`config.mk`:
```
export PLATFORM = sky130hd
export DESIGN_NAME = fifo_wr_arbiter
export DESIGN_NICKNAME = d
export VERILOG_FILES = /design/src/rtl/fifo_wr_arb_pkg.sv /design/src/rtl/fifo_wr_arbiter_rr_pick.sv /design/src/rtl/fifo_wr_arbiter.sv
export SDC_FILE = /design/constraint.sdc
export NUM_CORES = 1
export LEC_CHECK = 0
export ABC_AREA = 1
export BUFFER_PORTS_ARGS = -buffer_cell sky130_fd_sc_hd__buf_4
export CAP_MARGIN = 40
export CORE_MARGIN = 2
export CORE_UTILIZATION = 46
export CTS_BUF_LIST = sky130_fd_sc_hd__clkbuf_8 sky130_fd_sc_hd__clkbuf_16
export DETAILED_ROUTE_END_ITERATION = 6
export GPL_TIMING_DRIVEN = 0
export MAX_ROUTING_LAYER = met4
export PLACE_DENSITY = 0.85
export SLEW_MARGIN = 20
export SYNTH_ARGS = -nofsm -noshare
export SYNTH_HDL_FRONTEND = slang
export SYNTH_SLANG_ARGS = --single-unit
```
`constraint.sdc`:
```
create_clock -name clk -period 1.8 [get_ports clk]
set_clock_uncertainty 0.05 [all_clocks]
set_input_delay 0 -clock clk [delete_from_list [all_inputs] [get_ports clk]]
set_output_delay 0 -clock clk [all_outputs]
set_load 0.005 [all_outputs]
```
`src/rtl/fifo_wr_arb_pkg.sv`:
```
// fifo_wr_arb_pkg: shared state type and statistics constants for the FIFO write-port arbiter.
package fifo_wr_arb_pkg;
   typedef enum logic {IDLE, BURST} state_t;
   localparam int STAT_W = 16;
   localparam logic [STAT_W-1:0] STAT_MAX = 16'hFFFF;
endpackage

```
`src/rtl/fifo_wr_arbiter_rr_pick.sv`:
```
// rr_pick: combinational round-robin picker; the first requester at or after rr_ptr (mod N) wins.
module rr_pick #(
   parameter int N = 4,
   parameter int IDW = $clog2(N)
) (
   input  logic [N-1:0]   req,
   input  logic [IDW-1:0] rr_ptr,
   output logic           any,
   output logic [IDW-1:0] winner
);
   // Scan from farthest to nearest so the requester closest to rr_ptr is written last.
   always_comb begin
      any = 1'b0;
      winner = '0;
      for (int k = N - 1; k >= 0; k--) begin
         if (req[(int'(rr_ptr) + k) % N]) begin
            any = 1'b1;
            winner = IDW'((int'(rr_ptr) + k) % N);
         end
      end
   end
endmodule

```
`src/rtl/fifo_wr_arbiter.sv`:
```
// fifo_wr_arbiter: round-robin, burst-capped sharing of one FIFO write port among N requesters.
// Defining FIFO_WR_ARB_STATS_EN adds per-requester saturating accepted-beat counters (grant_cnt).
module fifo_wr_arbiter
   import fifo_wr_arb_pkg::*;
#(
   parameter int N = 4,
   parameter int B = 8,
   parameter int MAX_BURST = 4,
   parameter int IDW = $clog2(N)
) (
   input  logic             clk,
   input  logic             rst_n,
   input  logic [N-1:0]     req,
   input  logic [N*B-1:0]   req_data,
   output logic [N-1:0]     ack,
   output logic [N-1:0]     grant,
   output logic [IDW-1:0]   owner,
   output logic             busy,
   output logic             fifo_wr,
   output logic [B-1:0]     fifo_w_data,
   input  logic             fifo_full
`ifdef FIFO_WR_ARB_STATS_EN
   ,
   output logic [N*STAT_W-1:0] grant_cnt
`endif
);
   localparam int CW = $clog2(MAX_BURST + 1);
   state_t         state, state_nx;
   logic [IDW-1:0] rr_ptr, rr_ptr_nx, owner_nx, winner;
   logic [N-1:0]   grant_nx;
   logic [CW-1:0]  beat_cnt, beat_cnt_nx;
   logic           any, last;
   rr_pick #(.N(N)) u_pick (
      .req(req),
      .rr_ptr(rr_ptr),
      .any(any),
      .winner(winner)
   );
   assign busy = state == BURST;
   assign fifo_wr = busy & req[owner] & ~fifo_full;
   assign fifo_w_data = busy ? req_data[owner*B +: B] : '0;
   assign ack = grant & {N{fifo_wr}};
   // Burst ends when the owner withdraws or its final permitted beat is accepted.
   assign last = ~req[owner] | (fifo_wr & (beat_cnt == CW'(MAX_BURST - 1)));
   always_comb begin
      state_nx = state;
      owner_nx = owner;
      grant_nx = grant;
      beat_cnt_nx = beat_cnt;
      rr_ptr_nx = rr_ptr;
      if (!busy) begin
         if (any) begin
            state_nx = BURST;
            owner_nx = winner;
            grant_nx = {{(N-1){1'b0}}, 1'b1} << winner;
            beat_cnt_nx = '0;
         end
      end else if (last) begin
         state_nx = IDLE;
         grant_nx = '0;
         rr_ptr_nx = (owner == IDW'(N - 1)) ? '0 : owner + 1'b1;
      end else if (fifo_wr) begin
         beat_cnt_nx = beat_cnt + 1'b1;
      end
   end
   always_ff @(posedge clk or negedge rst_n) begin
      if (!rst_n) begin
         state <= IDLE;
         owner <= '0;
         grant <= '0;
         beat_cnt <= '0;
         rr_ptr <= '0;
      end else begin
         state <= state_nx;
         owner <= owner_nx;
         grant <= grant_nx;
         beat_cnt <= beat_cnt_nx;
         rr_ptr <= rr_ptr_nx;
      end
   end
`ifdef FIFO_WR_ARB_STATS_EN
   always_ff @(posedge clk or negedge rst_n) begin
      if (!rst_n) begin
         grant_cnt <= '0;
      end else begin
         for (int k = 0; k < N; k++) begin
            if (ack[k] && grant_cnt[k*STAT_W +: STAT_W] != STAT_MAX)
               grant_cnt[k*STAT_W +: STAT_W] <= grant_cnt[k*STAT_W +: STAT_W] + 1'b1;
         end
      end
   end
`endif
endmodule
```
==> flow_metrics.py <==
metrics = {
    "logic_synthesis": {
        "synth_edf_count": 0,
        "syn_nets": 232,
        "ys_types": 26,
        "yosysMostFrequentCell": "nand2_1",
        "async_flop_share_pct": 100.0,
        "synth_common_cells": "nand2_1, nor2_1, inv_1, o21ai_0, dfrtp_1",
        "synth_warnings": 0,
        "synth_seq_cells": 12,
        "synth_top_area_cell": "dfrtp_1",
        "yosys_most_used_dff": "dfrtp_1",
        "ys_seq_area_share_pct": 24.97,
        "synth_area_per_cell_um2": 6.328,
        "syn_area_um2": 1202,
        "synth_top_area_share_pct": 24.97,
        "synth_area_leaders": "dfrtp_1, nand2_1, nor2_1",
        "postSynthCellCount": 190,
    },
    "power": {
        "powerDensity_nw_per_um2": 1622,
        "intPower_uw": 1403,
        "p_switching_uw": 1396,
        "fin_total_pwr_uw": 2799,
        "clkPwrFrac_pct": 8.7,
        "p_seq_share_pct": 18.0,
        "p_comb_share_pct": 73.3,
        "netSwitchingFraction_pct": 49.89,
        "p_leak_uw": 0.0009505,
        "peakVddDrop_mv": 1.283,
    },
    "routing": {
        "postRouteWirelength_mm": 3.052,
        "routedWlPerCell_um": 10.86,
        "vias": 1387,
        "via_per_inst": 4.936,
        "postRouteAntennaNets": 0,
        "drc_errors": 0,
        "first_pass_iters": 4,
        "dr.first_iter.drc_count": 36,
    },
    "worst_setup_path": {
        "r2r-end": "grant[0]$_DFFE_PN0P_",
        "worstSetupStartpointType": "flop",
        "critPathArrivalTime_ps": 1700,
        "reg2reg_depth": 8,
        "endpoint": "grant[0]$_DFFE_PN0P_",
        "r2r-start": "owner[0]$_DFFE_PN0P_",
        "critical_path_required_ps": 1880,
        "worstSetupEndpointType": "flop",
        "critPathMaxFanout": 19,
        "critical_path_class": "reg -> reg",
        "crit_start": "owner[0]$_DFFE_PN0P_",
        "reg2reg_slack_ps": 180,
    },
    "clocking": {
        "cts_max_level": 1,
        "cts-buffers-inserted": 3,
        "cts_max_path_buffers": 2,
        "clock_latency_ps": 240,
        "clkTransAtPathRegs_ps": 50,
        "cts_tree": "built",
        "postCtsSetupRepairBufs": 0,
        "cts_sinks": 12,
        "ctsRootBufferMaster": "clkbuf_8",
    },
    "timing": {
        "min_period_over_period_pct": 89.99,
        "slew_headroom_pct": 81.03,
        "hold_violations": 0,
        "fin_crit_ps": 1620,
        "rsz0062_at_grt": "no",
        "hold_ws_ps": 76.26,
        "fmax_ghz": 0.6174,
        "worst_slew_pin_slew_ps": 284.2,
        "maxSlewViolCount": 0,
        "fin_setup_tns_ps": 0,
        "setup_viol": 0,
    },
    "die": {
        "die-area_um2": 3039,
        "die_width_um": 55.13,
        "boundaryPins": 59,
        "die_h_um": 55.13,
        "initial_utilization_pct": 48.54,
        "num_rows": 18,
        "core_um2": 2477,
    },
    "grt": {
        "grt_max_degree": 13,
        "busiest_layer": "met2",
        "overflow": 0,
        "grt_pass1_wl_mm": 4.774,
        "grt_use_met1_pct": 26.58,
        "antenna_found_initial": 0,
        "grt_usage_pct": 22.27,
        "gr-usage-met3_pct": 4.301,
        "met2_usage_pct": 39.88,
        "grt_pass1_vias": 1148,
    },
    "placed_design": {
        "dpl.hpwl_mm": 2.427,
        "port_buffers": 58,
        "gp_congestion": 0.8170,
    },
    "final_layout": {
        "final_net_count": 295,
        "area_growth_pct": 43.50,
        "utilization_pct": 69.65,
        "num_antenna_cells": 0,
        "seq_area_um2": 300.3,
        "multi_input_area_um2": 770.7,
        "fillers": 233,
        "drive_above_1_share_pct": 37.45,
    },
    "flow_run": {
        "max_cap_violations": 0,
    },
    "run_status": {
        "outcome": "complete, no violations",
    },
    "worst_hold_path": {
        "hold_class": "in -> async",
    },
}
## through the flow
stage	setup slack, ps	instance area [um^2]	cells
after floorplan	376.9	1202	190
after CTS	88.44	1727	282
final	180.2	1725	281
after global placement	278.7	1675	278
after detailed placement	273.7	1675	278
after global routing	11.09	1725	281
## layout make-up
class                      count  share of cell area, %
sequential                    12                  17.40
timing repair buffer          59                  25.82
clock buffer                   3                  2.393
multi-input combinational    149                  44.67
inverter                      23                  5.366
tap                           30                  2.175
buffer                         5                  2.175
## layout by cell type (no fill, tap or decap), types with 3 or more instances in the layout
cell type / count
a21oi_1: 10
buf_4: 58
clkbuf_8: 3
dfrtp_1: 12
ha_1: 3
inv_1: 17
inv_2: 3
nand2_1: 42
nand2_2: 11
nand3_1: 9
nand3_2: 3
nor2_1: 37
o21ai_0: 17
o21ai_1: 5
## worst max-delay path: stages, from the launching register on
cell and delay [ps]:
dfrtp_1 430, clkinv_2 240, nand2_1 140, nand3_2 140
nand3_4 130, nand2_2 90, a21boi_4 170, nand2_1 80
nand2_1 60
## flip-flops by register name (all words and copies together) (netlist names)
signal,count
rr_ptr,2
beat_cnt,3
grant,4
owner,2
busy,1
## kinds of logic (layout without fill, tap and decap cells)
logic type | after synthesis | in the layout | synth area share (%)
AND/OR/NAND/NOR | 111 | 111 | 44.74
AO/OA/AOI/OAI | 35 | 35 | 16.23
buffers and inverters | 29 | 90 | 10.93
adder cells (fa/ha/maj) | 3 | 3 | 3.122
flip-flops | 12 | 12 | 24.97
## per-layer routing
metal	vias up	wire length (um)
met3	4	180
li1	724	-
met4	0	7
met5	-	0
met1	612	1298
met2	47	1566
## what timing repair did
action                     in CTS  in global routing
setup endpoints to repair       0                  7
hold buffers                    1                  0
gates resized for setup         0                  3
hold endpoints to repair       12                  0
## power groups by stage
stage	sequential (uW)	combinational, uW	clock, uW
2_1_floorplan	494	1410	0
3_3_place_gp	504	2010	0
3_5_place_dp	506	2040	0
4_1_cts	503	2060	248
5_1_grt	519	2330	260
6_report	504	2050	242
## worst min-delay path by stage
stage,start,to,slack [ps],cells after the start
floorplan,rst_n,beat_cnt[0]$_DFFE_PN0P_,-350,0
global placement,rst_n,grant[2]$_DFFE_PN0P_,-200,1
detailed placement,rst_n,grant[2]$_DFFE_PN0P_,-200,1
CTS,rst_n,grant[2]$_DFFE_PN0P_,90,2
global route,rst_n,beat_cnt[0]$_DFFE_PN0P_,120,2
finish,rst_n,grant[2]$_DFFE_PN0P_,80,2
Power figures use the tool's default switching activity.
